<file path="src/rtl/ps2_pkg.sv">
// Shared constants, FSM state encodings and the set-2 scan-code to ASCII translation
// used by the PS/2 key decoder.
package ps2_pkg;

    localparam logic [7:0] SC_EXT    = 8'hE0;
    localparam logic [7:0] SC_BRK    = 8'hF0;
    localparam logic [7:0] SC_PAUSE  = 8'hE1;
    localparam logic [7:0] SC_BAT_OK = 8'hAA;
    localparam logic [7:0] SC_ACK    = 8'hFA;
    localparam logic [7:0] SC_ECHO   = 8'hEE;
    localparam logic [7:0] SC_RESEND = 8'hFE;
    localparam logic [7:0] SC_LSHIFT = 8'h12;
    localparam logic [7:0] SC_RSHIFT = 8'h59;

    localparam logic [7:0] SC_LEFT   = 8'h6B;
    localparam logic [7:0] SC_RIGHT  = 8'h74;
    localparam logic [7:0] SC_UP     = 8'h75;
    localparam logic [7:0] SC_DOWN   = 8'h72;
    localparam logic [7:0] SC_ENTER  = 8'h5A;

    localparam logic [7:0] ASCII_UNMAPPED = 8'h2A;

    localparam logic [1:0] ST_IDLE    = 2'd0;
    localparam logic [1:0] ST_EXT     = 2'd1;
    localparam logic [1:0] ST_BRK     = 2'd2;
    localparam logic [1:0] ST_EXT_BRK = 2'd3;

    // Returns {hit, ascii}. Extended codes only translate for arrows and keypad enter.
    function automatic logic [8:0] scan_to_ascii(input logic [7:0] code,
                                                 input logic       ext,
                                                 input logic       shift);
        logic [7:0] a;
        logic       hit;
        logic       letter;
        a      = 8'h00;
        hit    = 1'b1;
        letter = 1'b0;
        case (code)
            8'h45: a = 8'h30;
            8'h16: a = 8'h31;
            8'h1E: a = 8'h32;
            8'h26: a = 8'h33;
            8'h25: a = 8'h34;
            8'h2E: a = 8'h35;
            8'h36: a = 8'h36;
            8'h3D: a = 8'h37;
            8'h3E: a = 8'h38;
            8'h46: a = 8'h39;
            8'h1C: begin a = 8'h41; letter = 1'b1; end
            8'h32: begin a = 8'h42; letter = 1'b1; end
            8'h21: begin a = 8'h43; letter = 1'b1; end
            8'h23: begin a = 8'h44; letter = 1'b1; end
            8'h24: begin a = 8'h45; letter = 1'b1; end
            8'h2B: begin a = 8'h46; letter = 1'b1; end
            8'h34: begin a = 8'h47; letter = 1'b1; end
            8'h33: begin a = 8'h48; letter = 1'b1; end
            8'h43: begin a = 8'h49; letter = 1'b1; end
            8'h3B: begin a = 8'h4A; letter = 1'b1; end
            8'h42: begin a = 8'h4B; letter = 1'b1; end
            8'h4B: begin a = 8'h4C; letter = 1'b1; end
            8'h3A: begin a = 8'h4D; letter = 1'b1; end
            8'h31: begin a = 8'h4E; letter = 1'b1; end
            8'h44: begin a = 8'h4F; letter = 1'b1; end
            8'h4D: begin a = 8'h50; letter = 1'b1; end
            8'h15: begin a = 8'h51; letter = 1'b1; end
            8'h2D: begin a = 8'h52; letter = 1'b1; end
            8'h1B: begin a = 8'h53; letter = 1'b1; end
            8'h2C: begin a = 8'h54; letter = 1'b1; end
            8'h3C: begin a = 8'h55; letter = 1'b1; end
            8'h2A: begin a = 8'h56; letter = 1'b1; end
            8'h1D: begin a = 8'h57; letter = 1'b1; end
            8'h22: begin a = 8'h58; letter = 1'b1; end
            8'h35: begin a = 8'h59; letter = 1'b1; end
            8'h1A: begin a = 8'h5A; letter = 1'b1; end
            8'h29: a = 8'h20;
            8'h5A: a = 8'h0D;
            8'h66: a = 8'h08;
            8'h6B: a = 8'h60;
            8'h74: a = 8'h2D;
            8'h75: a = 8'h3D;
            8'h72: a = 8'h5B;
            default: hit = 1'b0;
        endcase
        if (letter && !shift) a = a | 8'h20;
        if (ext && !(code == SC_LEFT || code == SC_RIGHT || code == SC_UP ||
                     code == SC_DOWN || code == SC_ENTER)) hit = 1'b0;
        if (!hit) a = 8'h00;
        return {hit, a};
    endfunction

endpackage

</file>
<file path="src/rtl/ps2_out_fifo.sv">
// First-word-fall-through output FIFO with registered head, flags and sticky overflow.
module ps2_out_fifo #(
    parameter int unsigned DEPTH = 8,
    parameter int unsigned WIDTH = 8
) (
    input  logic             clk,
    input  logic             rst_n,
    input  logic             wr_en,
    input  logic [WIDTH-1:0] wr_data,
    input  logic             rd_en,
    input  logic             ovf_clr,
    output logic [WIDTH-1:0] rd_data,
    output logic             empty,
    output logic             full,
    output logic             overflow
);

    localparam int unsigned AW = (DEPTH > 1) ? $clog2(DEPTH) : 1;
    localparam int unsigned CW = AW + 1;

    logic [WIDTH-1:0] mem [DEPTH];
    logic [AW-1:0]    wr_ptr, rd_ptr, wr_ptr_n, rd_ptr_n;
    logic [CW-1:0]    count, count_n;
    logic [WIDTH-1:0] head_n;
    logic             do_push, do_pop;

    assign do_pop  = rd_en && !empty;
    assign do_push = wr_en && (!full || do_pop);

    // Next head comes straight from wr_data when the entry is being written this cycle.
    always_comb begin
        wr_ptr_n = do_push ? wr_ptr + AW'(1) : wr_ptr;
        rd_ptr_n = do_pop  ? rd_ptr + AW'(1) : rd_ptr;
        count_n  = count + CW'(do_push) - CW'(do_pop);
        if (count_n == '0)
            head_n = '0;
        else if (do_push && (wr_ptr == rd_ptr_n))
            head_n = wr_data;
        else
            head_n = mem[rd_ptr_n];
    end

    always_ff @(posedge clk) begin
        if (do_push) mem[wr_ptr] <= wr_data;
    end

    always_ff @(posedge clk or negedge rst_n) begin
        if (!rst_n) begin
            wr_ptr   <= '0;
            rd_ptr   <= '0;
            count    <= '0;
            rd_data  <= '0;
            empty    <= 1'b1;
            full     <= 1'b0;
            overflow <= 1'b0;
        end else begin
            wr_ptr  <= wr_ptr_n;
            rd_ptr  <= rd_ptr_n;
            count   <= count_n;
            rd_data <= head_n;
            empty   <= (count_n == '0);
            full    <= (count_n == CW'(DEPTH));
            if (wr_en && full && !do_pop)
                overflow <= 1'b1;
            else if (ovf_clr)
                overflow <= 1'b0;
        end
    end

endmodule

</file>
<file path="src/rtl/ps2_key_decoder.sv">
// PS/2 set-2 scan-code decoder: prefix FSM, ASCII translation into an output FIFO and
// arrow-key held state. Define PS2_DEC_SHIFT_EN for shift-aware letter case.
module ps2_key_decoder #(
    parameter int unsigned DEPTH         = 8,
    parameter int unsigned EMIT_UNMAPPED = 0
) (
    input  logic       clk,
    input  logic       rst_n,
    input  logic [7:0] scan_code,
    input  logic       scan_valid,
    input  logic       rd_en,
    input  logic       ovf_clr,
    output logic [7:0] ascii_code,
    output logic       empty,
    output logic       full,
    output logic       overflow,
    output logic [3:0] arrow_held
);
    import ps2_pkg::*;

    logic [1:0] state, state_n;
    logic       is_make, is_break, ext;
    logic       is_ctrl, is_shift_code, upper_case;
    logic       hit;
    logic [7:0] ascii;
    logic       push;
    logic [7:0] push_data;

    assign is_ctrl = (scan_code == SC_BAT_OK) || (scan_code == SC_ACK) ||
                     (scan_code == SC_ECHO)   || (scan_code == SC_RESEND) ||
                     (scan_code == SC_PAUSE);

`ifdef PS2_DEC_SHIFT_EN
    logic lshift, rshift;

    assign is_shift_code = (scan_code == SC_LSHIFT) || (scan_code == SC_RSHIFT);
    assign upper_case    = lshift || rshift;

    always_ff @(posedge clk or negedge rst_n) begin
        if (!rst_n) begin
            lshift <= 1'b0;
            rshift <= 1'b0;
        end else if (is_make || is_break) begin
            if (scan_code == SC_LSHIFT) lshift <= is_make;
            if (scan_code == SC_RSHIFT) rshift <= is_make;
        end
    end
`else
    assign is_shift_code = 1'b0;
    assign upper_case    = 1'b1;
`endif

    always_ff @(posedge clk or negedge rst_n) begin
        if (!rst_n) state <= ST_IDLE;
        else        state <= state_n;
    end

    // Prefix tracking; decides whether this byte is a make or a break.
    always_comb begin
        state_n  = state;
        is_make  = 1'b0;
        is_break = 1'b0;
        ext      = 1'b0;
        if (scan_valid) begin
            if (is_ctrl) begin
                state_n = ST_IDLE;
            end else begin
                case (state)
                    ST_IDLE: begin
                        if (scan_code == SC_EXT)      state_n = ST_EXT;
                        else if (scan_code == SC_BRK) state_n = ST_BRK;
                        else                          is_make = 1'b1;
                    end
                    ST_EXT: begin
                        if (scan_code == SC_BRK)      state_n = ST_EXT_BRK;
                        else if (scan_code == SC_EXT) state_n = ST_EXT;
                        else begin
                            is_make = 1'b1;
                            ext     = 1'b1;
                            state_n = ST_IDLE;
                        end
                    end
                    ST_BRK: begin
                        if (scan_code == SC_BRK) state_n = ST_BRK;
                        else begin
                            is_break = 1'b1;
                            state_n  = ST_IDLE;
                        end
                    end
                    ST_EXT_BRK: begin
                        if (scan_code == SC_EXT)      state_n = ST_EXT;
                        else if (scan_code == SC_BRK) state_n = ST_EXT_BRK;
                        else begin
                            is_break = 1'b1;
                            ext      = 1'b1;
                            state_n  = ST_IDLE;
                        end
                    end
                    default: state_n = ST_IDLE;
                endcase
            end
        end
    end

    assign {hit, ascii} = scan_to_ascii(scan_code, ext, upper_case);
    assign push      = is_make && (hit || ((EMIT_UNMAPPED != 0) && !is_shift_code));
    assign push_data = hit ? ascii : ASCII_UNMAPPED;

    // arrow_held = {down, up, right, left}
    always_ff @(posedge clk or negedge rst_n) begin
        if (!rst_n) begin
            arrow_held <= 4'b0000;
        end else if (is_make || is_break) begin
            case (scan_code)
                SC_LEFT:  arrow_held[0] <= is_make;
                SC_RIGHT: arrow_held[1] <= is_make;
                SC_UP:    arrow_held[2] <= is_make;
                SC_DOWN:  arrow_held[3] <= is_make;
                default:  ;
            endcase
        end
    end

    ps2_out_fifo #(
        .DEPTH (DEPTH),
        .WIDTH (8)
    ) u_fifo (
        .clk      (clk),
        .rst_n    (rst_n),
        .wr_en    (push),
        .wr_data  (push_data),
        .rd_en    (rd_en),
        .ovf_clr  (ovf_clr),
        .rd_data  (ascii_code),
        .empty    (empty),
        .full     (full),
        .overflow (overflow)
    );

endmodule

</file>
<file path="config.mk">
export PLATFORM = sky130hd
export DESIGN_NAME = ps2_key_decoder
export DESIGN_NICKNAME = d
export VERILOG_FILES = /design/src/rtl/ps2_pkg.sv /design/src/rtl/ps2_out_fifo.sv /design/src/rtl/ps2_key_decoder.sv
export SDC_FILE = /design/constraint.sdc
export NUM_CORES = 1
export LEC_CHECK = 0
export CORE_MARGIN = 1
export CORE_UTILIZATION = 40
export CTS_CLUSTER_SIZE = 28
export DETAILED_ROUTE_END_ITERATION = 8
export PLACE_DENSITY = 0.66
export SLEW_MARGIN = 25
export SYNTH_ARGS = -nofsm -noshare
export SYNTH_HDL_FRONTEND = slang
export SYNTH_HIERARCHICAL = 1
export SYNTH_SLANG_ARGS = --single-unit
</file>
<file path="constraint.sdc">
create_clock -name clk -period 4.55 [get_ports clk]
set_input_delay 0.455 -clock clk [delete_from_list [all_inputs] [get_ports clk]]
set_output_delay 0.455 -clock clk [all_outputs]
set_load 0.1 [all_outputs]
</file>
==> flow_summary.ini, run 1 <==
[cells_and_area]
antenna-diode-count = 0
final_cell_area_sq_um = 7100
drive_above_1_share = 0.230
final_nets = 707
fin_util = 0.512
area_growth_pct = 25.2

[detailed_routing]
drt_iter0_drc = 416
first_pass_iters = 7
drc = 2
num_vias = 4986
wl_per_cell_um = 17.9
antenna_left = 0
drt-total-wl_um = 15600
vias_per_cell = 5.72

[placed_design]
place_ws_ns = -0.360
io_buffers = 27
gp_congestion = 0.867
dp_hpwl_um = 10900
placed_area_sq_um = 6700

[synthesis]
ys_types = 85
syn_inst = 585
ys_ff_latch = 91
avgSynthCellArea_sq_um = 9.70
synth-main-ff-cell = edfxtp_1
yosys_warnings = 6
ys_seq_area_frac = 0.458
synth_edf_count = 64
synthArstFlopShare = 0.297
netlist_area_sq_um = 5680

[floorplanning]
die_area_sq_um = 14700
rows = 43
die_h_um = 121
start_util = 0.409
die_w_um = 121
coreArea_sq_um = 13900
io_pins = 28

[worst_setup_path]
required_ns = 4.78
crit_slowest_cell = clkdlybuf4s50_1
cp-start-kind = input port
cp_common_cell = inv_1
path_class = input port to flip-flop
critical-path-max-stage-delay_ns = 0.51
crit_path_end_kind = flip-flop
path_max_fanout = 8
path_cells = clkdlybuf4s50_1 > nor2b_1 > nand2_1 > or2_2 > a311oi_2 > o21a_1 > and2_1 > inv_1 > ha_1 > inv_1 > ha_1 > inv_1 > fa_1 > inv_1 > or3_4 > nor3_4 > buf_4 > a31oi_4 > a32o_1
arrival_ns = 4.60

[timing]
timing.final.crit_share = 0.961
setup_tns_ns = 0
hold_viol_final = 0
max_freq_ghz = 0.229
worst_slack_ns = 0.176
setup-violations-final = 0
tightest_slew_ns = 0.967
skew_ns = 0.00495
slew_violations = 0
slew_headroom = 0.354
period_minus_slack_ns = 4.37

[clock_tree]
cts_tree = yes
clock_latency_ns = 0.34
clk_pin_slew_ns = 0.06
numCtsBuffers = 9
cts-root-buf = clkbuf_16
cts_max_level = 3
cts_max_path_buffers = 2
ctsHoldBuffers = 0
cts.sinks = 91

[pwr]
p_seq_frac = 0.284
combPwrFrac = 0.523
clkPwrFrac = 0.193
powerDensity_nw_per_um2 = 535
switching_share = 0.440
ir_drop_mv = 0.335
p_leak_uw = 0.00270
p_int_uw = 2130
p_sw_uw = 1670

[global_routing]
use_met2 = 0.391
gr-usage-met3 = 0.0315
grt_pass1_wl_um = 25700
grt_usage = 0.227
grt.overflow.total = 0
use_met1 = 0.285
grt-busiest-layer = met2
grt_max_degree = 67
antenna_found_initial = 0
grt_pass1_vias = 4964

[flow_run]
cap_violations = 0

[status]
status = complete, but fails checks
violations = design-rule violations

[min_path]
hold_class = input port to asynchronous set/reset pin
## cell families after synthesis
kind of cell | Yosys count | synth area share
DFF | 91 | 0.458
other | 1 | 0.000661
buffers and inverters | 75 | 0.0672
and+or+nand+nor | 225 | 0.227
adders and majority gates | 7 | 0.0168
muxes | 3 | 0.00772
xor gates and xnor gates | 11 | 0.0243
AOI/OAI and AO/OA | 172 | 0.198
## per-layer routing
metal | vias up | routed length, um
li1 | 2379 | -
met1 | 2440 | 6770
met2 | 144 | 7900
met3 | 23 | 576
met4 | 0 | 348
met5 | - | 0
## registers in the layout, summed over array words and instances, names as in the netlist
signal / count
u_fifo/rd_data: 8
u_fifo/rd_ptr: 3
state: 2
u_fifo/count: 4
u_fifo/full: 1
u_fifo/empty: 1
u_fifo/mem: 64
u_fifo/overflow: 1
arrow_held: 4
u_fifo/wr_ptr: 3
## stage by stage
| stage | total power, uW | hold WS (ns) | cells |
|---|---|---|---|
| CTS | 3780 | 0.495 | 868 |
| finish | 3800 | 0.484 | 872 |
| global placement | 2980 | 0.484 | 852 |
| detailed placement | 3030 | 0.485 | 852 |
| global route | 4030 | 0.524 | 872 |
| floorplan | 2560 | 0.159 | 593 |
## cell type report
cell class / instances / area, sq um
Clock buffer: 10 / 229
Clock inverter: 6 / 63.8
Fill cell: 1233 / 6780
Inverter: 31 / 126
Multi-Input combinational cell: 427 / 2800
Sequential cell: 91 / 2600
Tap cell: 180 / 225
Timing Repair Buffer: 127 / 1060
## power by group through the flow
stage,clock network (uW),logic [uW],registers [uW]
final,733,1990,1080
after floorplan,0,1180,1380
after detailed placement,0,1940,1100
after CTS,742,1950,1080
after global routing,778,2160,1090
after global placement,0,1890,1090
## placed cells by master (no fill, tap or decap), types with 4 or more instances in the layout
master	synthesis	routed
buf_4	3	95
edfxtp_1	64	64
nand2_1	63	63
o21ai_0	53	53
nand3_1	40	40
a21oi_1	31	29
inv_1	28	28
nand2b_1	27	26
dfrtp_1	26	25
clkdlybuf4s50_1	0	25
nor2_1	22	21
a22oi_1	18	18
a41oi_1	17	17
a32o_1	9	9
clkbuf_16	0	9
conb_1	1	9
a31oi_1	8	8
nor2b_1	8	8
nor3_1	8	7
o22ai_1	8	7
ha_1	6	5
xor2_1	4	4
nor4_1	5	4
o31ai_1	4	4
and3_1	4	4
nand4b_1	4	4
or4b_4	2	4
nand3b_1	4	4
## worst paths after layout
path                                     end  slack [ns]     startpoint  depth (start not counted)
setup / recovery           u_fifo/rd_data[6]        0.18   scan_code[1]                         19
hold / removal             u_fifo/rd_data[4]        0.48          rst_n                          2
setup reg to reg           u_fifo/rd_data[6]        1.01       state[1]                         17
hold reg to reg                arrow_held[3]        0.50  arrow_held[3]                          1
max in group asynchronous       u_fifo/empty        3.75          rst_n                          2
min in group clk               arrow_held[3]        0.50  arrow_held[3]                          1
## worst max-delay path: cells and delay by family
kind / cells / cell delay (ns)
adder cells (fa/ha/maj): 3 / 0.93
AND/OR/NAND/NOR: 6 / 1.48
buffers and inverters: 6 / 0.89
AO/OA/AOI/OAI: 4 / 0.84
## cells in the mapped netlist (9+ instances only)
cell type  count  area (sq um)
edfxtp_1      64          1920
nand2_1       63           236
o21ai_0       53           265
nand3_1       40           200
a21oi_1       31           155
inv_1         28           105
nand2b_1      27           169
dfrtp_1       26           651
nor2_1        22          82.6
buf_2         19          95.1
a22oi_1       18           135
a41oi_1       17           149
clkbuf_1      13          48.8
a32o_1         9          90.1
## what timing repair did
item	CTS	global route
endpoints found under the setup margin	7	8
gates resized for setup	2	18
pin swaps	0	1
setup buffers	0	4
cloned	0	0
Note: power is estimated with default switching activity, not from simulation.
==> inputs of run 2 (changes only) <==
--- a/config.mk
+++ b/config.mk
@@ -6,12 +6,13 @@
 export NUM_CORES = 1
 export LEC_CHECK = 0
 export CORE_MARGIN = 1
-export CORE_UTILIZATION = 40
+export CORE_UTILIZATION = 60
 export CTS_CLUSTER_SIZE = 28
 export DETAILED_ROUTE_END_ITERATION = 8
-export PLACE_DENSITY = 0.66
+export PLACE_DENSITY = 0.89
 export SLEW_MARGIN = 25
 export SYNTH_ARGS = -nofsm -noshare
 export SYNTH_HDL_FRONTEND = slang
 export SYNTH_HIERARCHICAL = 1
 export SYNTH_SLANG_ARGS = --single-unit
+export TNS_END_PERCENT = 1
==> constraint.sdc (replaced) <==
create_clock -name clk -period 5.4 [get_ports clk]
set_input_delay 0.54 -clock clk [delete_from_list [all_inputs] [get_ports clk]]
set_output_delay 0.54 -clock clk [all_outputs]
set_load 0.1 [all_outputs]
==> run 2 against run 1 <==
Net effect: the run now ends clean; utilization rose by 17 points; non-clock buffer count shrank 73; first-iteration DRC count grew 2.4%; design area shrank 12%; largest power group unchanged; highest routed layer unchanged.
==> flow_summary.ini, run 2 (synthesis gave the netlist of run 1 again) <==
[timing]
slew_headroom = 0.321
timing.final.crit_share = 0.927
tightest_slew_ns = 1.01
setup_tns_ns = 0
skew_ns = 0.0161
hold_viol_final = 0
period_minus_slack_ns = 5.00
setup-violations-final = 0
max_freq_ghz = 0.200
rsz0062_at_grt = no
slew_violations = 0
worst_slack_ns = 0.396

[placed_design]
io_buffers = 27
dp_cells = 714
dp_hpwl_um = 9990
place_ws_ns = 0.110
gp_congestion = 0.970

[clock_tree]
post-cts-setup-buffers = 0
cts-root-buf = clkbuf_8
cts_max_path_buffers = 2
clock_latency_ns = 0.35
post_cts_resize_count = 0
ctsHoldBuffers = 0
numCtsBuffers = 9
cts_max_level = 3
cts.sinks = 91
clk_pin_slew_ns = 0.09
cts_tree = yes

[pwr]
ir_drop_mv = 0.279
p_leak_uw = 0.00227
powerDensity_nw_per_um2 = 473

[worst_setup_path]
path_max_fanout = 10
crit_path_end_kind = flip-flop
critPathTopFamily = simple AND/OR/NAND/NOR gates
path_class = input port to flip-flop
worst-path-buf-inv = 5
path_cells = clkdlybuf4s50_1 > nor2b_2 > nor3b_2 > nor2_4 > o22a_2 > or4b_4 > o21a_1 > and2_1 > inv_1 > ha_1 > inv_1 > ha_1 > inv_1 > fa_1 > xnor2_1 > or3_4 > nor3_4 > buf_4 > a31oi_2 > a32o_1
required_ns = 5.68
cp-start-kind = input port
cp_common_cell = inv_1
critical-path-max-stage-delay_ns = 0.62
arrival_ns = 5.28
crit_slowest_cell = clkdlybuf4s50_1

[global_routing]
grt_usage = 0.303
grt_pass1_vias = 4730
grt_max_degree = 68
grt.overflow.total = 0
grt_pass1_wl_um = 23300
antenna_found_initial = 0

[floorplanning]
io_pins = 28
die_h_um = 99.3
rows = 35
coreArea_sq_um = 9200
start_util = 0.617
die_area_sq_um = 9850
die_w_um = 99.3

[detailed_routing]
antenna_left = 0
wl_per_cell_um = 19.9
drc = 0
num_vias = 4981
drt_iter0_drc = 426
first_pass_iters = 7
drt-total-wl_um = 14500
vias_per_cell = 6.82

[cells_and_area]
nFillCells = 684
largest_reg_flops = 64
largest-register = u_fifo/mem
final_nets = 634
reg_top3 = u_fifo/mem (64), u_fifo/rd_data (8)
final_cells = 730
layout_commonest_cell = edfxtp_1
area_growth_pct = 10.1
mostFrequentLayoutCells = edfxtp_1 (64), nand2_1 (63), o21ai_0 (53)
antenna-diode-count = 0
drive_above_1_share = 0.120

[status]
status = complete, no violations

[flow_run]
cap_violations = 0

[min_path]
hold_class = flip-flop to flip-flop
==> run 2: changes by cell type in the layout (fill, tap and decap cells not counted), moves of 2 or more <==
cell	change
or4b_1	+2
buf_4	-69
buf_6	-3
or4b_4	-2
clkdlybuf4s50_1	+2
clkbuf_8	+9
a21oi_2	-2
clkbuf_16	-9
a21oi_1	+2
==> run 2: power breakdown <==
part           switching [uW]  total [uW]  internal (uW)
clock network             233         404            171
registers                 160        1010            846
logic                     999        1540            545
total                    1390        2950           1560
==> run 2: final timing paths <==
kind | slack, ns | startpoint | cells after the start | endpoint
min in group asynchronous | 0.60 | rst_n | 2 | u_fifo/rd_ptr[2]
setup / recovery | 0.40 | scan_code[6] | 20 | u_fifo/rd_data[6]
max in group asynchronous | 4.49 | rst_n | 2 | u_fifo/empty
hold / removal | 0.52 | arrow_held[3] | 1 | arrow_held[3]
hold reg to reg | 0.52 | arrow_held[3] | 1 | arrow_held[3]
setup reg to reg | 1.59 | u_fifo/empty | 15 | u_fifo/rd_data[6]
==> run 2: worst register-to-register path, stage by stage (launching register included) <==
cell	delay, ns
dfstp_2	0.55
nand2b_4	0.50
nand2_1	0.11
and2_1	0.18
inv_1	0.11
ha_1	0.24
inv_1	0.08
ha_1	0.17
inv_1	0.06
fa_1	0.40
xnor2_1	0.22
or3_4	0.18
nor3_4	0.04
buf_4	0.15
a31oi_2	0.47
a32o_1	0.29
==> run 2: per-layer routing <==
layer	GRT usage	routed length, um	vias to the layer above
met5	0	0	-
met3	0.0351	1150	47
met4	0.143	467	0
li1	-	-	2235
met2	0.519	7230	290
met1	0.385	5690	2409
==> run 2: stage by stage <==
step	hold slack, ns	cell area, sq um	utilization	power [uW]
floorplan	0.244	5710	-	2160
global placement	0.490	6080	0.661	2450
detailed placement	0.493	6080	0.661	2520
CTS	0.517	6240	0.679	2920
global route	0.531	6250	0.679	3100
finish	0.519	6250	0.679	2950
==> run 2: cell type report <==
| cell class | instances | area, sq um | share of cell area |
|---|---|---|---|
| clock buffer | 11 | 131 | 0.0210 |
| clock inverter | 5 | 36.3 | 0.00581 |
| inverter | 31 | 126 | 0.0202 |
| multi-input combinational | 427 | 2730 | 0.437 |
| sequential | 91 | 2600 | 0.417 |
| tap | 111 | 139 | 0.0222 |
| timing repair buffer | 54 | 485 | 0.0777 |
==> inputs of run 3 (changes only) <==
--- a/config.mk
+++ b/config.mk
@@ -10,6 +10,8 @@
 export CTS_CLUSTER_SIZE = 28
 export DETAILED_ROUTE_END_ITERATION = 8
 export PLACE_DENSITY = 0.89
+export REMOVE_ABC_BUFFERS = 1
+export SETUP_SLACK_MARGIN = 0.15
 export SLEW_MARGIN = 25
 export SYNTH_ARGS = -nofsm -noshare
 export SYNTH_HDL_FRONTEND = slang
==> run 3 against run 2 <==
Net effect: utilization up 0.45 points; total power up 0.16%; non-clock buffer count is 1 higher; critical endpoint is now u_fifo/rd_data[0]; via count decreased by 3.7%; largest power group unchanged.
==> flow_summary.ini, run 3 (synthesis gave the netlist of run 1 again) <==
[clock_tree]
numCtsBuffers = 9
post_cts_resize_count = 0
cts_max_path_buffers = 2
cts_tree = yes
cts_max_level = 3
clock_latency_ns = 0.34
cts-root-buf = clkbuf_8
clk_pin_slew_ns = 0.10
post-cts-setup-buffers = 0
cts.sinks = 91
ctsHoldBuffers = 0

[timing]
hold_viol_final = 0
hold-worst-slack_ns = 0.503
setup_tns_ns = 0
period_minus_slack_ns = 4.94
rsz0062_at_grt = no
tightest_slew_ns = 0.995
max_freq_ghz = 0.203
slew_headroom = 0.335
slew_violations = 0
skew_ns = 0.0202
setup-violations-final = 0
timing.final.crit_share = 0.914

[floorplanning]
coreArea_sq_um = 9200
die_area_sq_um = 9850
rows = 35
die_h_um = 99.3
die_w_um = 99.3
io_pins = 28
start_util = 0.617

[min_path]
hold_class = flip-flop to flip-flop

[pwr]
powerDensity_nw_per_um2 = 470
p_leak_uw = 0.00228
ir_drop_mv = 0.450

[detailed_routing]
vias_per_cell = 6.56
first_pass_iters = 5
wl_per_cell_um = 19.2
antenna_left = 0
drt-total-wl_um = 14100
drc = 0
drt_iter0_drc = 342
num_vias = 4799

[cells_and_area]
mostFrequentLayoutCells = edfxtp_1 (64), nand2_1 (63), o21ai_0 (53)
drive_above_1_share = 0.121
antenna-diode-count = 0
layout_commonest_cell = edfxtp_1
area_growth_pct = 10.8
reg_top3 = u_fifo/mem (64), u_fifo/rd_data (8)
final_nets = 635
largest_reg_flops = 64
largest-register = u_fifo/mem

[worst_setup_path]
worst-path-buf-inv = 5
cp_common_cell = inv_1
critical-path-max-stage-delay_ns = 0.80
path_max_fanout = 16
cp-start-kind = input port
crit_slowest_cell = clkdlybuf4s50_1
crit_path_end_kind = flip-flop
required_ns = 5.62
critPathTopFamily = simple AND/OR/NAND/NOR gates
path_cells = clkdlybuf4s50_1 > nor2b_2 > nor3b_2 > nor2_4 > o22a_2 > or4b_4 > o21a_1 > and2_1 > inv_1 > ha_1 > inv_1 > ha_1 > inv_1 > fa_1 > inv_1 > or3_4 > nor3_4 > and4b_1 > a32o_1
arrival_ns = 5.16
path_class = input port to flip-flop

[placed_design]
dp_hpwl_um = 9790
io_buffers = 27
gp_congestion = 0.968

[global_routing]
grt_usage = 0.295
grt_pass1_wl_um = 22600
grt_max_degree = 67
grt.overflow.total = 0
grt_pass1_vias = 4662
antenna_found_initial = 0

[flow_run]
cap_violations = 0

[status]
status = complete, no violations
## run 3: routing by layer
| metal | share of wire | track usage |
|---|---|---|
| met4 | 0.027 | 0.138 |
| met2 | 0.51 | 0.520 |
| met3 | 0.074 | 0.0569 |
| met1 | 0.39 | 0.348 |
| met5 | 0 | 0 |
## run 3: area by class of cell
cell class	count	area, sq um
flip-flops and latches	91	2600
clock inverters	7	67.6
multi-input cells	427	2730
clock buffers	9	124
repair buffers	55	505
fillers	676	2910
inverters	31	126
well taps	111	139
## run 3: stage by stage
step                      instances  utilization  area, sq um  power (uW)  setup WS (ns)
after floorplan                 549            -         5450        2080           1.20
after global placement          715        0.663         6100        2430          0.250
after detailed placement        715        0.663         6100        2500          0.147
after CTS                       731        0.684         6290        2940          0.495
after global routing            731        0.684         6290        3120          0.227
final                           731        0.684         6290        2960          0.464
## run 3: path summary, 6_finish.rpt
check                                          to  cells after the start          start  slack, ns
worst max-delay path            u_fifo/rd_data[0]                     19   scan_code[7]       0.46
worst min-delay path                arrow_held[3]                      1  arrow_held[3]       0.50
worst max register to register  u_fifo/rd_data[0]                     14   u_fifo/empty       1.59
worst min register to register      arrow_held[3]                      1  arrow_held[3]       0.50
max in group asynchronous            u_fifo/empty                      2          rst_n       4.53
min in group asynchronous         u_fifo/count[2]                      2          rst_n       0.57
## run 3: report_power, final
part	leakage (uW)	switching, uW	internal (uW)
sequential	0.000906	88.8	845
clock	0.0000947	226	213
combinational	0.00128	1040	546
total	0.00228	1360	1600
## run 3: worst register-to-register path, cell delays in order, from the launching register on
cell and delay, ns:
dfstp_2 0.54, nand2b_4 0.49, nand2_1 0.13, and2_1 0.22, inv_1 0.11, ha_1 0.23
inv_1 0.05, ha_1 0.15, inv_1 0.06, fa_1 0.50, inv_1 0.05, or3_4 0.37
nor3_4 0.17, and4b_1 0.33, a32o_1 0.27
